<file path="src/rtl/button_event_pkg.sv">
// rtl/button_event_pkg.sv - shared channel state type and counter width helper for button_event_fsm
package button_event_pkg;

  typedef enum logic [1:0] {
    ST_IDLE,
    ST_DEB_PRESS,
    ST_PRESSED,
    ST_DEB_RELEASE
  } chan_state_t;

  // Counter width able to hold values up to n (one spare bit above $clog2).
  function automatic int cnt_width(input int n);
    return $clog2(n) + 1;
  endfunction

endpackage

</file>
<file path="src/rtl/button_channel_fsm.sv">
// rtl/button_channel_fsm.sv - one button channel: debounce FSM, press/release pulses, long-press held
// Optional auto-repeat of press_pulse while held is enabled by BUTTON_AUTO_REPEAT_EN.
module button_channel_fsm
  import button_event_pkg::*;
#(
  parameter int DEBOUNCE_CYCLES = 16,
`ifdef BUTTON_AUTO_REPEAT_EN
  parameter int REPEAT_CYCLES   = 250,
`endif
  parameter int HOLD_CYCLES     = 1000
) (
  input  logic clock,
  input  logic reset,
  input  logic sync,
  output logic press_pulse,
  output logic release_pulse,
  output logic held
);

  localparam int DEB_W  = cnt_width(DEBOUNCE_CYCLES);
  localparam int HOLD_W = cnt_width(HOLD_CYCLES);
  localparam logic [DEB_W-1:0]  DEB_LAST  = DEB_W'(DEBOUNCE_CYCLES - 1);
  localparam logic [HOLD_W-1:0] HOLD_LAST = HOLD_W'(HOLD_CYCLES - 1);

  chan_state_t       state, state_next;
  logic [DEB_W-1:0]  deb_cnt, deb_next;
  logic [HOLD_W-1:0] hold_cnt, hold_next;
  logic              held_next, press_next, release_next;

`ifdef BUTTON_AUTO_REPEAT_EN
  localparam int REP_W = cnt_width(REPEAT_CYCLES);
  localparam logic [REP_W-1:0] REP_LAST = REP_W'(REPEAT_CYCLES - 1);
  logic [REP_W-1:0] rep_cnt, rep_next;
`endif

  always_ff @(posedge clock) begin
    if (reset) begin
      state         <= ST_IDLE;
      deb_cnt       <= '0;
      hold_cnt      <= '0;
      held          <= 1'b0;
      press_pulse   <= 1'b0;
      release_pulse <= 1'b0;
    end else begin
      state         <= state_next;
      deb_cnt       <= deb_next;
      hold_cnt      <= hold_next;
      held          <= held_next;
      press_pulse   <= press_next;
      release_pulse <= release_next;
    end
  end

`ifdef BUTTON_AUTO_REPEAT_EN
  always_ff @(posedge clock) begin
    if (reset) rep_cnt <= '0;
    else       rep_cnt <= rep_next;
  end
`endif

  always_comb begin
    state_next   = state;
    deb_next     = deb_cnt;
    hold_next    = hold_cnt;
    held_next    = held;
    press_next   = 1'b0;
    release_next = 1'b0;

    case (state)
      ST_IDLE: begin
        if (sync) begin
          state_next = ST_DEB_PRESS;
          deb_next   = DEB_W'(1);
        end
      end
      ST_DEB_PRESS: begin
        if (!sync) begin
          state_next = ST_IDLE;
          deb_next   = '0;
        end else if (deb_cnt == DEB_LAST) begin
          state_next = ST_PRESSED;
          press_next = 1'b1;
          hold_next  = '0;
          deb_next   = '0;
        end else begin
          deb_next = deb_cnt + 1'b1;
        end
      end
      ST_PRESSED: begin
        if (!sync) begin
          state_next = ST_DEB_RELEASE;
          deb_next   = DEB_W'(1);
        end else if (hold_cnt != HOLD_LAST) begin
          hold_next = hold_cnt + 1'b1;
        end else begin
          held_next = 1'b1;
        end
      end
      ST_DEB_RELEASE: begin
        // A bounce back to pressed keeps hold progress so long-press is not restarted.
        if (sync) begin
          state_next = ST_PRESSED;
          deb_next   = '0;
        end else if (deb_cnt == DEB_LAST) begin
          state_next   = ST_IDLE;
          release_next = 1'b1;
          held_next    = 1'b0;
          hold_next    = '0;
          deb_next     = '0;
        end else begin
          deb_next = deb_cnt + 1'b1;
        end
      end
      default: begin
        state_next = ST_IDLE;
        deb_next   = '0;
        hold_next  = '0;
        held_next  = 1'b0;
      end
    endcase

`ifdef BUTTON_AUTO_REPEAT_EN
    // Repeats never coincide with the accepted release so the pulses stay exclusive.
    rep_next = rep_cnt;
    if (state_next == ST_IDLE) begin
      rep_next = '0;
    end else if (held_next && !held) begin
      press_next = 1'b1;
      rep_next   = '0;
    end else if (held && (state == ST_PRESSED || state == ST_DEB_RELEASE)) begin
      if (rep_cnt == REP_LAST) begin
        press_next = 1'b1;
        rep_next   = '0;
      end else begin
        rep_next = rep_cnt + 1'b1;
      end
    end
`endif
  end

endmodule

</file>
<file path="src/rtl/synchronizer.sv">
// rtl/synchronizer.sv - two-flop synchroniser for a vector of asynchronous levels
module synchronizer #(
  parameter int WIDTH = 1
) (
  input  logic             clock,
  input  logic [WIDTH-1:0] data_in,
  output logic [WIDTH-1:0] data_out
);

  logic [WIDTH-1:0] stage1;
  logic [WIDTH-1:0] stage2;

  // Deliberately unreset: these only carry metastability-filtered pin levels.
  always_ff @(posedge clock) begin
    stage1 <= data_in;
    stage2 <= stage1;
  end

  assign data_out = stage2;

endmodule

</file>
<file path="src/rtl/button_event_fsm.sv">
// rtl/button_event_fsm.sv - multi-channel button front end: sync, debounce, press/release pulses, held, last code
// Optional auto-repeat while held is enabled by BUTTON_AUTO_REPEAT_EN.
module button_event_fsm
  import button_event_pkg::*;
#(
  parameter int NUM_BTN         = 8,
  parameter int DEBOUNCE_CYCLES = 16,
  parameter int HOLD_CYCLES     = 1000,
  parameter int REPEAT_CYCLES   = 250
) (
  input  logic               clock,
  input  logic               reset,
  input  logic [NUM_BTN-1:0] btn_async,
  output logic [NUM_BTN-1:0] press_pulse,
  output logic [NUM_BTN-1:0] release_pulse,
  output logic [NUM_BTN-1:0] held,
  output logic [NUM_BTN-1:0] last_code,
  output logic               any_held
);

  if (NUM_BTN < 1 || NUM_BTN > 32 || DEBOUNCE_CYCLES < 2 ||
      HOLD_CYCLES <= DEBOUNCE_CYCLES || REPEAT_CYCLES < 2) begin : g_param_check
    $error("button_event_fsm: parameter out of range");
  end

  logic [NUM_BTN-1:0] btn_sync;

  synchronizer #(
    .WIDTH(NUM_BTN)
  ) u_sync (
    .clock   (clock),
    .data_in (btn_async),
    .data_out(btn_sync)
  );

  for (genvar i = 0; i < NUM_BTN; i++) begin : g_chan
    button_channel_fsm #(
      .DEBOUNCE_CYCLES(DEBOUNCE_CYCLES),
`ifdef BUTTON_AUTO_REPEAT_EN
      .REPEAT_CYCLES  (REPEAT_CYCLES),
`endif
      .HOLD_CYCLES    (HOLD_CYCLES)
    ) u_chan (
      .clock        (clock),
      .reset        (reset),
      .sync         (btn_sync[i]),
      .press_pulse  (press_pulse[i]),
      .release_pulse(release_pulse[i]),
      .held         (held[i])
    );
  end

  always_ff @(posedge clock) begin
    if (reset) begin
      last_code <= '0;
      any_held  <= 1'b0;
    end else begin
      if (|press_pulse) last_code <= press_pulse;
      any_held <= |held;
    end
  end

endmodule

</file>
<file path="config.mk">
export PLATFORM = sky130hd
export DESIGN_NAME = button_event_fsm
export DESIGN_NICKNAME = d
export VERILOG_FILES = /design/src/rtl/button_event_pkg.sv /design/src/rtl/button_channel_fsm.sv /design/src/rtl/synchronizer.sv /design/src/rtl/button_event_fsm.sv
export SDC_FILE = /design/constraint.sdc
export NUM_CORES = 1
export LEC_CHECK = 0
export CAP_MARGIN = 10
export CELL_PAD_IN_SITES_DETAIL_PLACEMENT = 1
export CELL_PAD_IN_SITES_GLOBAL_PLACEMENT = 1
export CORE_ASPECT_RATIO = 2
export CORE_MARGIN = 10
export CORE_UTILIZATION = 50
export CTS_CLUSTER_SIZE = 20
export DETAILED_ROUTE_END_ITERATION = 6
export GPL_TIMING_DRIVEN = 0
export PLACE_DENSITY_LB_ADDON = 0.25
export SLEW_MARGIN = 20
export SYNTH_ARGS = -nofsm -noshare
export SYNTH_HDL_FRONTEND = slang
export SYNTH_SLANG_ARGS = --single-unit
export TNS_END_PERCENT = 20
</file>
<file path="constraint.sdc">
create_clock -name clock -period 4 [get_ports clock]
set_input_delay 0.6 -clock clock [delete_from_list [all_inputs] [get_ports clock]]
set_output_delay 0.6 -clock clock [all_outputs]
set_load 0.02 [all_outputs]
</file>
After elaboration in Yosys (flattened, before gate mapping)
Index checks and enable logic that the tools add are counted.
Widths: inputs -> output; s select.
- latch bits: 0
- register bits after elaboration: 193
- output and inout port bits: 33
- bits in writable memories: 0
- memories: 0
- ROM bits: 0
- input port bits: 10
- $add $sub $neg: 16
- multiply operators: 0
- magnitude comparators: 0
- div/mod/pow operators: 0
- bitwise gates (word level): 24
- equality and inequality tests: 120
- multiplexer cells: 200
- reduce and logical (&&, ||, !) cells: 74
- shifts and indexed selects: 0
- operator list (operator ; count):
    $mux 11 ; 40
    $pmux 11 s3 ; 8
    $mux 5 ; 40
    $pmux 5 s4 ; 8
    $mux 2 ; 48
    $ne 2x2->1 const B ; 48
    $add 11x1->11 const B ; 8
    $ne 11x10->1 const B ; 8
    $reduce_and 5->1 ; 16
    $pmux 2 s4 ; 8
    $ne 3x2->1 const B ; 16
    $reduce_or 3->1 ; 16
    $add 5x1->5 const B ; 8
    $eq 5x4->1 const B ; 8
    $mux 1 ; 40
    $eq 2x2->1 const B ; 16
    $ne 2x1->1 const B ; 16
    $reduce_and 4->1 ; 8
    $not 1->1 ; 24
    $reduce_bool 3->1 ; 8
    $eq 2x1->1 const B ; 8
    $logic_not 2->1 ; 8
    $pmux 1 s2 ; 8
    $reduce_and 2->1 ; 8
    other kinds (2) ; 10

Logic depth before layout (Yosys ltp)
Gate-level depths: netlist of the first run.
- depth after elaboration: 4
- depth in mapped cells: 8

By module
From an unflattened synthesis of the first run, not the netlist that was laid out.
- cell total of the unflattened synthesis: 1065
- area total of the unflattened synthesis: 9527.9 um2
- by module, submodules not included (module ; area an instance (um2) ; instances ; sequential area each (um2) ; cells each):
    button_channel_fsm (g_chan[0].u_chan ...) ; 1067.3 ; 5 ; 420.4 ; 123
    button_channel_fsm (g_chan[5].u_chan ...) ; 1172.4 ; 2 ; 420.4 ; 133
    button_channel_fsm (g_chan[7].u_chan) ; 1151.1 ; 1 ; 420.4 ; 129
    button_event_fsm ; 375.4 ; 1 ; 180.2 ; 39
    synchronizer ; 320.3 ; 1 ; 320.3 ; 16

Least setup slack after synthesis of the first run
Ideal clock, no wire load.
- kind: flip-flop to flip-flop
- start point: register g_chan[0].u_chan.hold_cnt[0]
- end point: register g_chan[0].u_chan.hold_cnt[4]
- path slack: 2.120 ns
- cell stages (with the launch flop): 8
- setup time: 0.074 ns
- arrival time: 1.807 ns
- clock period less this slack: 1.880 ns
- path through: dfxtp_1 > ha_1 > or4b_1 > o41ai_2 > a21boi_2 > buf_4 > nor3b_1 > nor3_2
- word-level cells in the longest chain between the ends: 4
- elaborated cells between the ends (all ways): 7
- classes of those cells: add/sub: 1; eq/ne: 2; mux: 3; reduce/logical: 1
- ends and longest elaborated chain (element ; line ; RTL):
    from (decl) ; button_channel_fsm.sv:27 ; logic [HOLD_W-1:0] hold_cnt, hold_next;
    from (signal assigned) ; button_channel_fsm.sv:47 ; hold_cnt <= hold_next;
    $add 11x1->11 ; button_channel_fsm.sv:94 ; hold_next = hold_cnt + 1'b1;
    $mux 11 ; button_channel_fsm.sv:93 ; end else if (hold_cnt != HOLD_LAST) begin
    $mux 11 ; button_channel_fsm.sv:90 ; if (!sync) begin
    $pmux 11 s3 ; button_channel_fsm.sv:69 ; case (state)
Several ways; a longest one is shown, not always the timed one. The select of a mux whose other input is x is not followed.
A chain may end at the register's enable or synchronous reset.

Final worst setup path of the first run
- start point: input reset
- end point: register last_code[2]
- RTL lines (element ; line ; RTL):
    from (decl) ; button_event_fsm.sv:12 ; input logic reset,
    to (signal assigned) ; button_event_fsm.sv:58 ; if (|press_pulse) last_code <= press_pulse;
    to (decl) ; button_event_fsm.sv:17 ; output logic [NUM_BTN-1:0] last_code,
No word-level cell between the ends.

==> results of run 1 <==
-- cell usage in the layout, fill, tap and decap left out, types with 12 or more instances in the layout --
| master | synthesis | layout |
|---|---|---|
| buf_4 | 25 | 25 |
| nor3_1 | 29 | 29 |
| and3_1 | 30 | 30 |
| xor2_1 | 14 | 14 |
| nor2_1 | 125 | 125 |
| nand4_1 | 13 | 13 |
| nand3_1 | 63 | 63 |
| a31oi_1 | 31 | 31 |
| o21ai_0 | 55 | 55 |
| a311oi_1 | 17 | 17 |
| clkdlybuf4s50_1 | 0 | 42 |
| nor3b_1 | 14 | 14 |
| clkbuf_1 | 29 | 29 |
| nor4_1 | 12 | 12 |
| ha_1 | 16 | 16 |
| inv_1 | 15 | 15 |
| xnor2_1 | 16 | 16 |
| nand2_1 | 76 | 76 |
| a21oi_1 | 78 | 78 |
| dfxtp_1 | 193 | 193 |
| clkbuf_16 | 0 | 17 |
-- how the worst min path moves through the flow --
stage / slack, ns / endpoint / cells past startpoint / from
after floorplan: 0.31 / u_sync.data_out[0] / 0 / u_sync.stage1[0]
after global placement: 0.31 / u_sync.data_out[3] / 0 / u_sync.stage1[3]
after detailed placement: 0.31 / u_sync.data_out[4] / 0 / u_sync.stage1[4]
after CTS: 0.33 / u_sync.data_out[4] / 0 / u_sync.stage1[4]
after global routing: 0.34 / u_sync.data_out[0] / 0 / u_sync.stage1[0]
final: 0.33 / u_sync.data_out[4] / 0 / u_sync.stage1[4]
-- logic make-up (layout without fill, tap and decap cells) --
logic type,after synthesis,count (layout),share of synthesized area (%)
simple gates,465,465,27.8
compound gates,252,252,17.9
flops,193,193,43.1
buf+inv,85,158,4.73
xor+xnor,32,32,3.29
fa+ha+maj,16,16,2.23
mux,8,8,0.935
-- where the power goes --
part	leakage [nW]	switching [W]	internal, W
registers	1.56	0.0000191	0.00194
logic	1.82	0.0000916	0.0000392
clock network	0.274	0.000816	0.000879
total	3.66	0.000927	0.00286
-- layout make-up --
cell class	count	area, um^2
fillers	2121	7470
multi-input cells	773	4680
flip-flops and latches	193	3860
clock buffers	17	425
repair buffers	42	420
plain buffers	70	368
well taps	213	267
clock inverters	14	146
inverters	15	56.3
-- through the flow --
stage                     setup slack [ns]  total power, W  cell area, um^2  std cells  hold slack [ns]
after floorplan                       2.12         0.00208             8970       1051            0.310
after global placement               0.922         0.00213             9660       1306            0.310
after detailed placement             0.897         0.00214             9660       1306            0.314
after CTS                             1.38         0.00381            10200       1337            0.331
after global routing                  1.30         0.00390            10200       1337            0.335
final                                 1.35         0.00379            10200       1337            0.329
-- metal layers --
| metal | share of wire [%] | wire length (um) |
|---|---|---|
| met1 | 37 | 9480 |
| met2 | 56 | 14500 |
| met3 | 3.3 | 841 |
| met4 | 3.8 | 993 |
| met5 | 0 | 0 |
-- worst max-delay path: stages --
cell	delay (ns)
clkdlybuf4s50_1	0.56
clkbuf_1	0.44
clkbuf_1	0.61
buf_1	0.63
nor2_1	0.12
-- sequential cells by signal, indices dropped and copies added (netlist names), named ones only --
name                         count
u_sync.data_out                  8
u_sync.stage1                    8
g_chan.u_chan.hold_cnt          88
any_held                         1
g_chan.u_chan.press_pulse        8
g_chan.u_chan.deb_cnt           40
g_chan.u_chan.held               8
g_chan.u_chan.state              8
g_chan.u_chan.release_pulse      8
last_code                        8
==> metrics.txt, run 1 <==
status completed; vias per std cell 6.12; sequential area share after synthesis 43.1%; post-CTS setup buffer count 0; fin util 57.8%; Critical path destination last_code[2]; Mapped Nets 1077; share of the clock period used by the worst path 66.3%; largest net degree at the start of global routing 19; mapped cell area 8970 um^2; Area Growth Syn to Fin 14.0%; worst hold path class register to register; final setup vio count 0; Post-synth EDFFs 0; GP Congestion 0.832; Slew Viols, Final 0; Remaining DRCs 0; Tmin final 2.65 ns; Yosys warnings 0; WP data arrival 2.96 ns; initial DRC count 268; num rows 69; initial antenna violation count 0; final wirelength 25900 um; worst-path maximum fanout 10; commonest cells in the netlist dfxtp_1, nor2_1, a21oi_1, nand2_1, nand3_1; total iterations of the first detailed-routing run 4; Hold-fix buffers, CTS 0; pwr/cell area 370 nW/um^2; Slew HR 34.8%; Worst Setup Path Type input pin to register; GR Util met2 41.2%; GRT met3 Usage 3.74%; Final ANT Viol Nets 0; cell with the most instances after synthesis dfxtp_1; reg2reg start g_chan[4].u_chan.hold_cnt[0]; total of max-cap violations 0; Clock Tree Root clkbuf_16; port bufs 42; Slew @ Worst Pin 0.969 ns; synth top area cells dfxtp_1, nor2_1, a21oi_1, nand3_1, nand2_1; Sum Neg Setup Slack 0 ns; Via Count 8188; Max Clock Skew 0.0105 ns; Worst R2R Path Depth 7; drt wl/cell 19.3 um; Starting Density 50.7%; Syn Area/Cell 8.53 um^2; Setup crit end kind register; DPL Wire Length 18700 um; Leak 3.66 nW; die area 24000 um^2; number of distinct library cells after synthesis 74; post-cts resize count 0; CTS Buf Count 17; layout cell share with drive strength beyond 1 8.45%; Synth Instances 1051; Die Width 115 um; first-pass GRT wire length 42300 um; Post-synth top flop dfxtp_1; # H-tree levels 4; grt met1 use 21.1%; CTS Buffer Depth 2; Final nets 1138; Fmax 377 MHz; worst skew pair latency 0.45 ns; Req. time, crit path 4.31 ns; cell taking the most area after synthesis dfxtp_1; CTS Sinks 193; FF-to-FF End g_chan[4].u_chan.hold_cnt[7]; Reg clk slew, reported paths 0.08 ns; Worst Setup SP reset; Die Span Y 209 um; startpoint types input pin; vias in the first global route 8514; R2R Setup Slk 1.61 ns; GRT Max-Usage Layer met2; Synth async-reset ratio 0%; final hold vios 0; Ant. Diodes 0; CTS tree done; I/O Pins 43; Synth Register Bits 193; Global Route Usage Sum 21.6%; VDD IR max 259 uV; unrepaired setup endpoints after global routing false; Yosys top cell area share 43.1%; GRT overflow 0; core box area 17700 um^2
Note: power is estimated with default switching activity, not from simulation.
==> run 2: changes to the inputs <==
CORE_UTILIZATION = 42   (was 50)
clock period = 2.27 ns   (was 4 ns; I/O delays follow)
==> metrics.txt, run 2 (synthesis gave the netlist of run 1 again) <==
DPL Wire Length 19100 um; worst skew pair latency 0.46 ns; hold-critical path depth 0; initial antenna violation count 0; most frequent CP cell clkbuf_1; core box area 21000 um^2; unrepaired setup endpoints after global routing false; final wirelength 25900 um; pwr/cell area 660 nW/um^2; status completed; I/O Pins 43; Leak 3.69 nW; Final ANT Viol Nets 0; R2R Setup Slk 0.16 ns; # H-tree levels 4; Area Growth Syn to Fin 15.9%; Worst R2R Path Depth 6; Global Route Usage Sum 19.1%; worst hold path class register to register; reg2reg start g_chan[3].u_chan.deb_cnt[0]; VDD IR max 439 uV; Worst Hold End u_sync.data_out[1]; Reg clk slew, reported paths 0.07 ns; Die Span Y 227 um; # fillers 2552; CTS Buffer Depth 2; largest net degree at the start of global routing 18; port bufs 42; final hold vios 0; first-pass GRT wire length 42500 um; Die Width 123 um; CTS tree done; Slew HR 42.4%; Crit-path slowest cell buf_1; Layout Cells excl Fill 1395; final setup vio count 0; die area 28000 um^2; top sig layer met4; wire length on met1 9960 um; CTS Buf Count 17; CTS Sinks 193; Final nets 1140; Reg area 3860 um^2; share of the clock period used by the worst path 93.2%; Clock Tree Root clkbuf_16; Critical Path, Cell by Cell clkdlybuf4s50_1 -> clkbuf_1 -> clkbuf_1 -> buf_1 -> a21oi_1; internal power 0.00524 W; switching share of power 23.6%; final hold slack 0.322 ns; Worst Setup Path Type input pin to register; most common cell after layout, fill and taps aside dfxtp_1; startpoint types input pin; Sw Pwr 0.00162 W; vias per std cell 5.79; Multi-input gate area 4730 um^2; Post-Place Cells 1362; initial DRC count 303; total iterations of the first detailed-routing run 4; Remaining DRCs 0; Sum Neg Setup Slack 0 ns; fin worst setup slack 0.155 ns; total of max-cap violations 0; clock share of power 46.2%; vias in the first global route 8449; CP peak stage delay 0.63 ns; WP data arrival 2.42 ns; Hold-fix buffers, CTS 0; max reg flops 88; Top reg by flops g_chan.u_chan.hold_cnt; num rows 75; Req. time, crit path 2.57 ns; drt wl/cell 18.6 um; Setup crit end kind register; Via Count 8083; GRT overflow 0; Starting Density 42.7%; hold path start u_sync.stage1[1]; GP Congestion 0.858; met2 wire len 14600 um; combinational power share 3.4%; Fmax 473 MHz; highest-count cells in the layout ignoring fill and taps dfxtp_1, nor2_1, a21oi_1; worst slack, placed -0.609 ns; Ant. Diodes 0; Top Registers g_chan.u_chan.hold_cnt (88), g_chan.u_chan.deb_cnt (40); Slew Viols, Final 0; layout cell share with drive strength beyond 1 9.50%; Reg power frac 50.4%; Slew @ Worst Pin 0.864 ns; worst-path maximum fanout 10; Tmin final 2.11 ns; FF-to-FF End g_chan[3].u_chan.hold_cnt[7]; Max Clock Skew 0.00831 ns; WL met3 699 um
==> run 2: cell count changes in the layout (fill, tap and decap cells not counted), sizes merged <==
cell,delta
inv,-3
bufinv,+2
clkbuf,+2
buf,+1
==> run 2: per-layer routing <==
metal / up-vias / track usage [%]
met5: - / 0
met4: 0 / 7.51
met3: 34 / 3.69
met2: 93 / 37.2
met1: 3996 / 18.7
li1: 3960 / -
==> run 2: cell type report <==
type,instances,share of cell area [%]
multi-input cells,773,45.5
flip-flops and latches,193,37.2
repair buffers,44,4.19
clock buffers,18,4.13
plain buffers,70,3.59
well taps,269,3.24
clock inverters,13,1.70
inverters,15,0.542
==> run 2: worst max-delay path by stage <==
stage	startpoint	end	slack, ns	depth (start not counted)
final	reset	any_held	0.16	5
after global routing	g_chan[3].u_chan.deb_cnt[0]	g_chan[3].u_chan.hold_cnt[7]	0.001	6
after CTS	g_chan[0].u_chan.hold_cnt[0]	g_chan[0].u_chan.hold_cnt[4]	0.08	7
after detailed placement	reset	last_code[6]	-0.61	5
after global placement	reset	last_code[4]	-0.62	5
after floorplan	g_chan[0].u_chan.hold_cnt[0]	g_chan[0].u_chan.hold_cnt[4]	0.39	7
==> run 2: power groups by stage <==
| stage | clock [W] | sequential [W] | combinational (W) |
|---|---|---|---|
| 4_1_cts | 0.00323 | 0.00345 | 0.000238 |
| 3_3_place_gp | 0 | 0.00353 | 0.000231 |
| 3_5_place_dp | 0 | 0.00353 | 0.000236 |
| 6_report | 0.00317 | 0.00346 | 0.000235 |
| 2_1_floorplan | 0 | 0.00352 | 0.000141 |
| 5_1_grt | 0.00337 | 0.00346 | 0.000259 |
==> run 2: worst max-delay path: cells and delay by family <==
family                 cells  cell delay (ns)
AO/OA/AOI/OAI              1             0.09
buffers and inverters      4             1.98
==> run 2: metrics by stage <==
stage	util (%)	cell area, um^2	power (W)
global placement	46.3	9730	0.00376
floorplan	-	8970	0.00366
detailed placement	46.3	9730	0.00377
finish	49.5	10400	0.00686
CTS	49.2	10300	0.00693
global route	49.5	10400	0.00709
==> run 2: timing repair <==
| item | 4_1_cts | 5_1_grt |
|---|---|---|
| setup endpoints to repair | 28 | 30 |
| buffers inserted | 0 | 2 |
| gates resized for setup | 4 | 9 |
| pin swaps | 0 | 1 |
==> run 3: changes to the inputs <==
CORE_UTILIZATION = 44   (was 42)
DONT_BUFFER_PORTS = 1   (was not set)
==> metrics.txt, run 3 (synthesis gave the netlist of run 1 again) <==
Reg power frac 51.0%; combinational power share 3.3%; worst hold path class input pin to register; I/O Pins 43; DP Area 9300 um^2; hold path start reset; Max Clock Skew 0.0121 ns; die area 26800 um^2; switching share of power 23.8%; Global Route Usage Sum 18.9%; Slew @ Worst Pin 0.809 ns; DPL Wire Length 18300 um; vias in the first global route 8419; Sw Pwr 0.00161 W; Top reg by flops g_chan.u_chan.hold_cnt; Die Width 121 um; fin util 50.2%; Slew HR 46.1%; CTS tree done; grt met1 use 18.5%; share of the clock period used by the worst path 94.6%; final hold vios 0; worst-path maximum fanout 10; Starting Density 44.8%; Fmax 466 MHz; FF-to-FF End g_chan[0].u_chan.hold_cnt[2]; final setup vio count 0; Leak 3.56 nW; initial antenna violation count 0; highest-count cells in the layout ignoring fill and taps dfxtp_1, nor2_1, a21oi_1; Ant. Diodes 0; num rows 73; first-pass GRT wire length 41300 um; GR Util met2 36.0%; core box area 20000 um^2; GRT Max-Usage Layer met2; Die Span Y 222 um; startpoint types register; # fillers 2370; Tmin final 2.15 ns; CTS Buffer Depth 2; Req. time, crit path 2.65 ns; hold-critical path depth 2; final wirelength 25200 um; Clock Tree Root clkbuf_16; vias per std cell 5.93; Remaining DRCs 0; GRT met3 Usage 4.00%; total iterations of the first detailed-routing run 4; Worst Setup Path Type register to register; Final nets 1105; Area Growth Syn to Fin 11.9%; Slew Viols, Final 0; Worst Hold End g_chan[2].u_chan.hold_cnt[9]; Sum Neg Setup Slack 0 ns; worst skew pair latency 0.46 ns; largest net degree at the start of global routing 18; Reg clk slew, reported paths 0.07 ns; most common cell after layout, fill and taps aside dfxtp_1; reg2reg start g_chan[0].u_chan.hold_cnt[0]; GP Congestion 0.858; status completed; initial DRC count 300; R2R Setup Slk 0.12 ns; total of max-cap violations 0; layout cell share with drive strength beyond 1 9.62%; drt wl/cell 18.6 um; Final ANT Viol Nets 0; fin area 10000 um^2; GRT overflow 0; internal power 0.00516 W; clock share of power 45.6%; CTS Sinks 193; pwr/cell area 675 nW/um^2; Tot Pwr 0.00677 W; Worst R2R Path Depth 7; CTS Buf Count 17; final hold slack 0.147 ns; VDD IR max 480 uV; Top Registers g_chan.u_chan.hold_cnt (88), g_chan.u_chan.deb_cnt (40); port bufs 0; max reg flops 88; Setup crit end kind register; WP data arrival 2.53 ns; Via Count 8025; # H-tree levels 4
run 3: through the flow:
step | worst slack [ns] | instances
3_3_place_gp | 0.0262 | 1313
5_1_grt | -0.0363 | 1353
3_5_place_dp | 0.0188 | 1313
2_1_floorplan | 0.390 | 1051
6_report | 0.122 | 1353
4_1_cts | 0.0546 | 1352
run 3: layout make-up:
cell class / instances / area, um^2 / share of cell area (%)
plain buffers: 70 / 372 / 3.70
clock buffers: 19 / 443 / 4.42
clock inverters: 12 / 148 / 1.47
inverters: 15 / 56.3 / 0.561
multi-input cells: 773 / 4730 / 47.1
flip-flops and latches: 193 / 3870 / 38.6
well taps: 262 / 328 / 3.27
repair buffers: 9 / 87.6 / 0.873
run 3: worst max-delay path, cell delays in order (launching register included):
cell	delay, ns
dfxtp_4	0.38
ha_4	0.17
or4b_4	0.49
o41ai_2	0.40
a21boi_2	0.27
buf_6	0.17
nor2_1	0.06
nor3_2	0.14
run 3: repair_timing:
item                                    4_1_cts  5_1_grt
buffers inserted                              0        1
resized for setup                             1       12
pin swaps                                     0        2
endpoints found under the hold margin         8        0
endpoints found under the setup margin        2       24
hold buffers                                  8        0
run 3: worst max-delay path by stage:
stage                                       from                            to  slack, ns
global route        g_chan[0].u_chan.hold_cnt[0]  g_chan[0].u_chan.hold_cnt[6]      -0.04
CTS                 g_chan[0].u_chan.hold_cnt[0]  g_chan[0].u_chan.hold_cnt[2]       0.05
finish              g_chan[0].u_chan.hold_cnt[0]  g_chan[0].u_chan.hold_cnt[2]       0.12
global placement                           reset   g_chan[5].u_chan.deb_cnt[1]       0.03
floorplan           g_chan[0].u_chan.hold_cnt[0]  g_chan[0].u_chan.hold_cnt[4]       0.39
detailed placement  g_chan[4].u_chan.hold_cnt[0]  g_chan[4].u_chan.hold_cnt[2]       0.02
run 3: metal layers:
layer | vias to the layer above | share of wire, %
met3 | 51 | 3.1
met2 | 107 | 56
met4 | 0 | 3.1
met1 | 3984 | 38
li1 | 3883 | -
met5 | - | 0
run 3: power by group through the flow:
stage	Sequential (W)	Combinational [W]	Clock, W
2_1_floorplan	0.00352	0.000141	0
3_3_place_gp	0.00353	0.000210	0
3_5_place_dp	0.00353	0.000215	0
4_1_cts	0.00345	0.000228	0.00317
5_1_grt	0.00346	0.000248	0.00330
6_report	0.00345	0.000225	0.00309
